[src/rtl/mru_tracker.sv]
// Most-recently-used key tracker: entry 0 is the newest key, entry NUM-1 the oldest.
// One access per cycle; lookup, hit/miss/evict response and reordering land on the same edge.
module mru_tracker #(
  parameter int unsigned WIDTH = 8,
  parameter int unsigned NUM   = 4,
  parameter int unsigned IDX_W = $clog2(NUM),
  parameter int unsigned CNT_W = $clog2(NUM + 1)
) (
  input  logic                 clk_in,
  input  logic                 rst_in,
  input  logic                 in_valid,
  input  logic                 in_update,
  input  logic [WIDTH-1:0]     data_in,
  input  logic                 flush_in,
  output logic [NUM*WIDTH-1:0] out,
  output logic [NUM-1:0]       out_valid,
  output logic [CNT_W-1:0]     count_out,
  output logic                 resp_valid_out,
  output logic                 hit_out,
  output logic [IDX_W-1:0]     hit_idx_out,
  output logic                 evict_valid_out,
  output logic [WIDTH-1:0]     evict_data_out
);

  logic [WIDTH-1:0] ent_q [NUM];
  logic [WIDTH-1:0] ent_d [NUM];
  logic [NUM-1:0]   valid_d;
  logic [CNT_W-1:0] count_d;
  logic             resp_d;
  logic             hit_d;
  logic [IDX_W-1:0] idx_d;
  logic             evict_d;
  logic [WIDTH-1:0] evict_data_d;

  logic             hit_c;
  logic [IDX_W-1:0] hit_idx_c;

  for (genvar g = 0; g < NUM; g++) begin : g_out
    assign out[g*WIDTH +: WIDTH] = ent_q[g];
  end

  // Descending scan so the lowest matching index wins.
  always_comb begin
    hit_c     = 1'b0;
    hit_idx_c = '0;
    for (int i = NUM - 1; i >= 0; i--) begin
      if (out_valid[i] && (ent_q[i] == data_in)) begin
        hit_c     = 1'b1;
        hit_idx_c = IDX_W'(i);
      end
    end
  end

  always_comb begin
    ent_d        = ent_q;
    valid_d      = out_valid;
    count_d      = count_out;
    resp_d       = 1'b0;
    hit_d        = 1'b0;
    idx_d        = '0;
    evict_d      = 1'b0;
    evict_data_d = '0;
    if (flush_in) begin
      valid_d = '0;
      count_d = '0;
    end else if (in_valid) begin
      resp_d = 1'b1;
      hit_d  = hit_c;
      idx_d  = hit_c ? hit_idx_c : '0;
      if (in_update) begin
        // A hit only rotates entries 0..k; a miss shifts the whole list.
        for (int i = 1; i < NUM; i++) begin
          if (!hit_c || (IDX_W'(i) <= hit_idx_c)) ent_d[i] = ent_q[i-1];
        end
        ent_d[0] = data_in;
        if (!hit_c) begin
          valid_d = {out_valid[NUM-2:0], 1'b1};
          if (count_out != CNT_W'(NUM)) count_d = count_out + CNT_W'(1);
          evict_d = out_valid[NUM-1];
          if (out_valid[NUM-1]) evict_data_d = ent_q[NUM-1];
        end
      end
    end
  end

  always_ff @(posedge clk_in or posedge rst_in) begin
    if (rst_in) begin
      for (int i = 0; i < NUM; i++) ent_q[i] <= '0;
      out_valid       <= '0;
      count_out       <= '0;
      resp_valid_out  <= 1'b0;
      hit_out         <= 1'b0;
      hit_idx_out     <= '0;
      evict_valid_out <= 1'b0;
      evict_data_out  <= '0;
    end else begin
      ent_q           <= ent_d;
      out_valid       <= valid_d;
      count_out       <= count_d;
      resp_valid_out  <= resp_d;
      hit_out         <= hit_d;
      hit_idx_out     <= idx_d;
      evict_valid_out <= evict_d;
      evict_data_out  <= evict_data_d;
    end
  end

endmodule

[config.mk]
export PLATFORM = sky130hd
export DESIGN_NAME = mru_tracker
export DESIGN_NICKNAME = d
export VERILOG_FILES = /design/src/rtl/mru_tracker.sv
export SDC_FILE = /design/constraint.sdc
export NUM_CORES = 1
export LEC_CHECK = 0
export ABC_CLOCK_PERIOD_IN_PS = 2560
export BUFFER_PORTS_ARGS = -buffer_cell sky130_fd_sc_hd__buf_4
export CORE_ASPECT_RATIO = 0.8
export CORE_MARGIN = 2
export CORE_UTILIZATION = 52
export CTS_CLUSTER_DIAMETER = 60
export CTS_CLUSTER_SIZE = 14
export DETAILED_ROUTE_END_ITERATION = 12
export GPL_TIMING_DRIVEN = 0
export PLACE_DENSITY = 0.8
export SYNTH_ARGS = -nofsm -noshare
export SYNTH_HDL_FRONTEND = slang
export SYNTH_SLANG_ARGS = --single-unit
[constraint.sdc]
create_clock -name clk_in -period 2.56 [get_ports clk_in]
set_input_delay 0.128 -clock clk_in [delete_from_list [all_inputs] [get_ports clk_in]]
set_output_delay 0.128 -clock clk_in [all_outputs]
set_load 0.005 [all_outputs]
After elaboration in Yosys (flattened, before gate mapping) --
Cells that the tools add are included.
Storage, ports and cells: register bits 52, output and inout bits 52, logic and storage cells 72
Operators by class: $add $sub $neg 1, $lt $le $gt $ge 3, eq/ne operators 6, multiplexer cells 33, bitwise logic cells 1, reduce and logical (&&, ||, !) cells 17
Operators by type and width (number):
- 8-bit 2-to-1 mux | 5
- 8-bit == test | 4
- 4-bit 2-to-1 mux | 4
- 4-bit AND reduction | 4
- 3-bit 2-to-1 mux | 5
- 2-bit 2-to-1 mux | 7
- 1-bit 2-to-1 mux | 12
- 3-bit AND reduction | 2
- 2-bit nonzero test | 3
- 2-bit less-or-equal comparator (first input constant) | 2
- 1-bit logical AND | 4
- 3-bit by 1-bit adder with 3-bit output (second input constant) | 1
- 1-bit logical OR | 3
- 3-bit inequality test (second input constant) | 1
- 1-bit by 2-bit less-or-equal comparator with 1-bit output (first input constant) | 1
- 2-bit inequality test (second input constant) | 1
- 1-bit logical NOT | 1
- 1-bit inverter | 1

Logic depth before layout (Yosys ltp) --
Gate-level depths: netlist (run 1).
depth in word-level cells 10, depth in mapped cells 7, gate-level depth less buffers 6

Worst setup path before layout (run 1) --
OpenSTA, ideal clock, no wires.
kind reg-to-reg, from reg ent_q (netlist bit out[23]), to reg count_out[0], library setup time 0.125 ns, arrival time 1.808 ns, required time 2.435 ns, setup slack 0.627 ns, cell stages (with the launch flop) 7, path buffers 0, period minus slack after synthesis 1.933 ns, cell sequence dfrtp_1 xnor2_1 nand4_1 nor3_2 or4_4 a211oi_4 mux2_4
On the way: longest elaborated chain between the ends 7
Ends and longest elaborated chain:
- from (decl) | line 25 | logic [WIDTH-1:0] ent_q [NUM];
- from (signal assigned) | line 97 | ent_q <= ent_d;
- 8-bit == test | line 47 | if (out_valid[i] && (ent_q[i] == data_in)) begin
- 1-bit logical AND | line 47
- 1-bit 2-to-1 mux (3 in a row) | line 47
- 2-bit inequality test (no source line)
- 4-bit AND reduction (no source line)
- to (signal assigned) | line 99 | count_out <= count_d;
- to (decl) | line 17 | output logic [CNT_W-1:0] count_out,
Every way passes these cells. A chain may end at the register's enable or synchronous reset.

Final worst setup path (run 1) --
Ends and elaborated chain as after synthesis.

==> flow_summary_export.csv, run 1 <==
group,metric,value,unit
status,outcome,"finished, final reports clean",
pwr,share_comb_of_total_power,29.2,%
global_route,grt_pass1_wl,8150,um
cts,cts.repair.resized,0,
worst_hold_path,holdCritPathClass,"in -> reg",
job,cap_viol_max_count,0,
cts,cts_buffers,5,
cts,ctsRootBufferMaster,"clkbuf_8",
yosys,synth_cell_types,31,
worst_setup_path,slowest_stage,"or4_4",
yosys,synth.top_cell.area_share,52.6,%
pwr,netSwitchingPower,759,uW
pwr,p_leak,0.00140,uW
layout,most-common-layout-cells,"64 x buf_4, 52 x dfrtp_1, 32 x mux2_2",
cts,clk_pin_slew,0.09,ns
cts,postCtsHoldBufs,1,
worst_setup_path,reg2reg_depth,6,
detailed_routing,detail_route.first_pass.iterations,4,
pwr,p_sw_share,28.5,%
cts,cts_tree,"yes",
yosys,synth_area,2480,um2
worst_hold_path,min_path_cells,3,
worst_setup_path,path_cells,"xnor2_1 > nand4_1 > nor3_2 > or4_4 > a211oi_4 > mux2_4",
sta,finClkSkew,0.00692,ns
die,fp.dieH,65.7,um
pwr,internal-power,1910,uW
cts,postCtsSetupRepairBufs,0,
layout,final_nets,274,
worst_setup_path,crit_family,"simple AND/OR/NAND/NOR gates",
pwr,ir_worst_vdd,0.000440,V
yosys,avgSynthCellArea,12.8,um2
detailed_routing,drc,0,
detailed_routing,wl_met1,2400,um
global_route,grtUsageTotal,20.9,%
worst_hold_path,min_from,"in_update",
detailed_routing,via_count,1674,
die,core,4600,um2
sta,slew_headroom,52.6,%
detailed_routing,top_layer_used,"met4",
yosys,syn_inst,194,
worst_setup_path,end_kind,"register",
layout,fillCellCount,370,
detailed_routing,vias_per_cell,5.25,
worst_setup_path,worstPathArrival,2.26,ns
detailed_routing,drt_iter0_markers,90,
sta,hold_violations,0,
detailed_routing,route.met3.wl,236,um
cts,clockBufferDepth,2,
yosys,ys_ff_latch,52,
sta,setup-tns-final,0,ns
yosys,yosysTopAreaCell,"dfrtp_1",
sta,tightest_slew,0.710,ns
pwr,finalPower,2670,uW
placement,io_buffers,56,
worst_setup_path,timing.rr.start,"out[23]",
worst_setup_path,crit_path_start_kind,"register",
detailed_routing,postRouteAntennaNets,0,
worst_setup_path,crit_required,2.76,ns
die,die_area,5330,um2
worst_setup_path,rrSetupSlack,0.50,ns
yosys,yosysSeqAreaShare,52.6,%
pwr,pwr-share-seq,47.0,%
sta,fmax,485,MHz
yosys,synthTopCellsByArea,"dfrtp_1 53%, mux2_2 15%, xnor2_1 11%",
layout,final_common_cell,"buf_4",
sta,final.min_clock_period,2.06,ns
sta,rsz0062_at_grt,"no",
worst_hold_path,hold_path_end,"out_valid[0]",
die,die_w,81.2,um
cts,cts_max_level,2,
yosys,yosys_warnings,0,
pwr,power_density,852,nW/um2
global_route,grt_pass1_vias,1621,
sta,maxSlewViolCount,0,
sta,setup_viol,0,
cts,clk_latency,0.30,ns
worst_setup_path,r2r-end,"count_out[0]",
layout,synthToLayoutAreaGrowth,26.4,%
layout,drive_gt1_share,44.8,%
global_route,antenna_found_initial,0,
placement,gp_congestion,0.785,
die,start_util,53.9,%
global_route,grt_max_degree,29,
detailed_routing,wl_met2,2250,um
layout,n_antenna_cell,0,
pwr,clockPowerShare,23.8,%
die,boundaryPins,65,
layout,final_cell_area,3130,um2
worst_setup_path,crit_fanout,4,
yosys,synthesis.nets,209,
worst_setup_path,crit_buf_inv,0,
global_route,overflow,0,
die,rows,22,
detailed_routing,routed_wl,4990,um
sta,min_period_over_period,80.5,%
placement,dp_hpwl,3810,um
cts,cts_sinks,52,
placement,placed_area,2990,um2
worst_setup_path,critical-path-max-stage-delay,0.59,ns
worst_setup_path,worst-setup-path-type,"reg -> reg",
detailed_routing,wl_per_cell,15.6,um
per-stage QoR:
step | worst slack [ns] | hold slack (ns) | util [%] | cells
2_1_floorplan | 0.627 | 0.292 | - | 194
3_3_place_gp | 0.523 | 0.424 | 64.6 | 310
3_5_place_dp | 0.516 | 0.208 | 65.1 | 311
4_1_cts | 0.493 | 0.107 | 68.1 | 319
5_1_grt | 0.344 | 0.118 | 68.1 | 319
6_report | 0.499 | 0.108 | 68.1 | 319
synth_stat cells:
| cell type | instances |
|---|---|
| mux2_2 | 32 |
| mux2i_1 | 4 |
| nor3_1 | 5 |
| nand4_1 | 4 |
| dfrtp_1 | 52 |
| nor2_2 | 1 |
| a21oi_1 | 1 |
| buf_1 | 1 |
| nor3b_1 | 1 |
| nor3_2 | 3 |
| inv_1 | 5 |
| a31oi_1 | 1 |
| nor2_1 | 6 |
| nor4_1 | 2 |
| mux2_4 | 1 |
| nand2b_1 | 7 |
| buf_4 | 8 |
| or3_2 | 1 |
| clkbuf_1 | 1 |
| or2_2 | 1 |
| or4_4 | 1 |
| a211oi_4 | 1 |
| xor2_1 | 1 |
| a311oi_1 | 1 |
| nor3_4 | 2 |
| ha_1 | 2 |
| nand2_1 | 5 |
| nand3_1 | 4 |
| a41oi_1 | 1 |
| and2_1 | 8 |
| xnor2_1 | 31 |
layout make-up:
cell class                      instances  area, um2  area share [%]
Sequential cell                        52       1300            41.6
Tap cell                               60       75.1            2.40
Timing Repair Buffer                   58        450            14.4
Buffer                                 10       67.6            2.16
Inverter                                5       18.8           0.600
Clock buffer                            5       68.8            2.20
Clock inverter                          2       60.1            1.92
Multi-Input combinational cell        127       1090            34.8
state kept, by name, indices dropped and copies added, names as in the netlist:
name / flops
out: 32
evict_data_out: 8
out_valid: 4
count_out: 3
hit_idx_out: 2
evict_valid_out: 1
hit_out: 1
resp_valid_out: 1
power groups by stage:
stage	Combinational [uW]	Sequential [uW]	Clock, uW
after CTS	793	1250	654
after global placement	759	1260	0
after global routing	851	1290	686
final	779	1250	636
after floorplan	415	1220	0
after detailed placement	787	1270	0
worst min-delay path: cells and delay by family:
family / cells / cell delay (ns)
buf+inv: 1 / 0.10
simple gates: 1 / 0.08
compound gates: 1 / 0.07
worst max path at each step:
stage / from / end / cells after the start
final: out[23] / count_out[0] / 6
after global placement: out[23] / count_out[0] / 6
after global routing: out[23] / count_out[2] / 6
after CTS: out[23] / count_out[0] / 6
after detailed placement: out[23] / count_out[0] / 6
after floorplan: out[23] / count_out[0] / 6
kinds of logic after synthesis:
logic type | count (synthesis) | share of synthesized area [%]
xor+xnor | 32 | 11.3
flops | 52 | 52.6
mux | 37 | 16.8
simple gates | 51 | 12.9
compound gates | 5 | 1.97
fa+ha+maj | 2 | 1.01
buf+inv | 15 | 3.49
routing by layer:
layer / GRT usage [%] / vias to the layer above
met4: 8.69 / 0
met2: 30.8 / 46
li1: - / 793
met5: 0 / -
met1: 29.8 / 826
met3: 4.81 / 9
No activity file was read; power rests on OpenSTA's default activity.
==> run 2, diff against run 1 <==
- ABC_AREA: default -> 1
- ABC_CLOCK_PERIOD_IN_PS: 2560 -> 1800
- CORE_UTILIZATION: 52 -> 49
- PLACE_DENSITY: 0.8 -> 0.77
- clock period: 2.56 -> 1.8 ns (I/O delays scaled with it)
==> flow_summary_export.csv, run 2 <==
group,metric,value,unit
yosys,syn_inst,377,
global_route,grtUsageTotal,22.2,%
yosys,synth-edff-count,0,
global_route,overflow,0,
sta,setup_viol,0,
cts,clk_latency,0.31,ns
placement,io_buffers,61,
yosys,synthTopCellsByCount,"125 x nand2_1, 52 x dfrtp_1, 47 x inv_1",
cts,ctsRootBufferMaster,"clkbuf_8",
yosys,avgSynthCellArea,7.66,um2
layout,final_cell_area,3590,um2
worst_setup_path,timing.rr.start,"out[2]",
layout,fillCellCount,515,
job,cap_viol_max_count,0,
yosys,synthesis.nets,392,
sta,fmax,582,MHz
sta,rsz0062_at_grt,"no",
layout,most-common-layout-cells,"125 x nand2_1, 62 x buf_4, 52 x dfrtp_1",
placement,gp_congestion,0.868,
placement,placed_area,3460,um2
worst_setup_path,rrSetupSlack,0.19,ns
yosys,ys.flop_type,"dfrtp_1",
placement,dp_hpwl,5690,um
sta,setup-tns-final,0,ns
detailed_routing,wl_per_cell,13.2,um
worst_hold_path,min_path_cells,3,
detailed_routing,drt_iter0_markers,147,
worst_setup_path,worstPathArrival,1.92,ns
layout,utilization,64.7,%
worst_hold_path,holdCritPathClass,"in -> reg",
yosys,synth-async-reset-ratio,100,%
sta,tightest_slew,0.561,ns
yosys,synth.top_cell.area_share,45.1,%
layout,n_antenna_cell,0,
sta,slew_headroom,62.5,%
worst_hold_path,hold_path_end,"out[2]",
pwr,finalPower,3140,uW
sta,finClkSkew,0.00791,ns
pwr,p_leak,0.00190,uW
global_route,grt_max_degree,28,
cts,cts_buffers,5,
global_route,grt_pass1_vias,2478,
worst_hold_path,min_from,"data_in[2]",
sta,hold_violations,0,
status,outcome,"finished, final reports clean",
worst_setup_path,r2r-end,"out[18]",
detailed_routing,vias_per_cell,4.95,
global_route,antenna_found_initial,0,
cts,cts_sinks,52,
sta,min_period_over_period,95.4,%
cts,cts.repair.resized,0,
yosys,ys_ff_latch,52,
worst_setup_path,crit_required,2.01,ns
layout,drive_gt1_share,26.9,%
die,core,5560,um2
worst_setup_path,worst-setup-path-type,"in -> reg",
detailed_routing,drc,0,
cts,cts_max_level,2,
yosys,yosysSeqAreaShare,45.1,%
die,die_w,89.8,um
global_route,grt_pass1_wl,11600,um
layout,synthToLayoutAreaGrowth,24.4,%
pwr,ir_worst_vdd,0.000522,V
sta,final.min_clock_period,1.72,ns
yosys,synth_cell_types,33,
die,fp.dieH,72.7,um
layout,final_nets,464,
worst_setup_path,crit_path_start_kind,"input port",
worst_setup_path,crit_fanout,10,
yosys,yosysMostFrequentCell,"nand2_1",
die,die_area,6520,um2
die,boundaryPins,65,
yosys,synth_area,2890,um2
worst_setup_path,end_kind,"register",
cts,clk_pin_slew,0.09,ns
worst_setup_path,reg2reg_depth,11,
die,start_util,52.0,%
yosys,yosysTopAreaCell,"dfrtp_1",
detailed_routing,postRouteAntennaNets,0,
placement,dpl.cell_count,517,
yosys,yosys_warnings,0,
pwr,power_density,873,nW/um2
die,rows,24,
detailed_routing,routed_wl,6970,um
cts,cts_tree,"yes",
detailed_routing,detail_route.first_pass.iterations,4,
layout,final_common_cell,"nand2_1",
sta,maxSlewViolCount,0,
cts,clockBufferDepth,2,
layout,largest_register_ffs,32,
detailed_routing,via_count,2614,
yosys,synthTopCellsByArea,"dfrtp_1 45%, nand2_1 16%, inv_1 6.1%",
layout,instances_no_fill,528,
run 2: cell types whose count changed after synthesis, sizes merged, moves of 4 or more:
| cell | change |
|---|---|
| a21oi | +5 |
| and2 | -8 |
| inv | +52 |
| mux2 | -33 |
| mux2i | -4 |
| nand2 | +126 |
| nand2b | -7 |
| nand3 | +21 |
| nor2 | +31 |
| nor3 | -8 |
| o21ai | +37 |
| xnor2 | -27 |
run 2: worst max-delay path by stage:
stage / start / endpoint / cells past startpoint
finish: flush_in / out[25] / 9
CTS: flush_in / out[25] / 9
floorplan: out[23] / evict_data_out[0] / 9
detailed placement: out[0] / evict_data_out[1] / 11
global route: out[13] / out_valid[1] / 12
global placement: rst_in / out[2] / 2
run 2: logic make-up (layout without fill, tap and decap cells):
logic type / Yosys count / in the layout / share of synthesized area, %
flip-flops: 52 / 52 / 45.1
adder cells (fa/ha/maj): 2 / 2 / 0.867
XOR/XNOR: 7 / 7 / 2.12
AO/OA/AOI/OAI: 44 / 44 / 9.15
AND/OR/NAND/NOR: 207 / 207 / 33.2
buffers and inverters: 65 / 138 / 9.62
run 2: cell type report:
| cell class | instances | area, um2 | share of cell area [%] |
|---|---|---|---|
| inverters | 57 | 216 | 6.03 |
| plain buffers | 8 | 61.3 | 1.71 |
| well taps | 78 | 97.6 | 2.72 |
| multi-input cells | 260 | 1310 | 36.4 |
| repair buffers | 65 | 518 | 14.4 |
| flip-flops and latches | 52 | 1300 | 36.2 |
| clock buffers | 8 | 90.1 | 2.51 |
run 2: where the power goes:
| part | switching [uW] | internal, uW |
|---|---|---|
| Sequential | 183 | 1320 |
| Clock | 375 | 315 |
| Combinational | 513 | 431 |
| Total | 1070 | 2070 |
run 2: critical path, cell delays in order:
cell,delay (ns)
dlygate4sd3_1,0.54
buf_4,0.14
nor2_2,0.35
inv_4,0.12
nor2_8,0.22
nand3_4,0.16
buf_12,0.19
nand2_2,0.06
o21ai_2,0.05
run 2: repair_timing:
item,4_1_cts,5_1_grt
setup endpoints to repair,0,9
hold buffers,2,0
hold endpoints to repair,26,0
buffers inserted,0,1
run 2: metrics by stage:
stage / hold WS, ns / worst slack [ns]
after global placement: 0.298 / -0.206
after detailed placement: 0.185 / 0.152
after global routing: 0.0799 / 0.00356
final: 0.0612 / 0.0824
after floorplan: 0.186 / 0.364
after CTS: 0.0557 / 0.0912
run 2: per-layer routing:
metal,wire [um],global-route usage (%),vias to the layer above
met5,0,0,-
met4,46,5.64,0
met3,472,3.62,5
met2,3300,37.3,77
met1,3150,30.8,1219
li1,-,-,1313
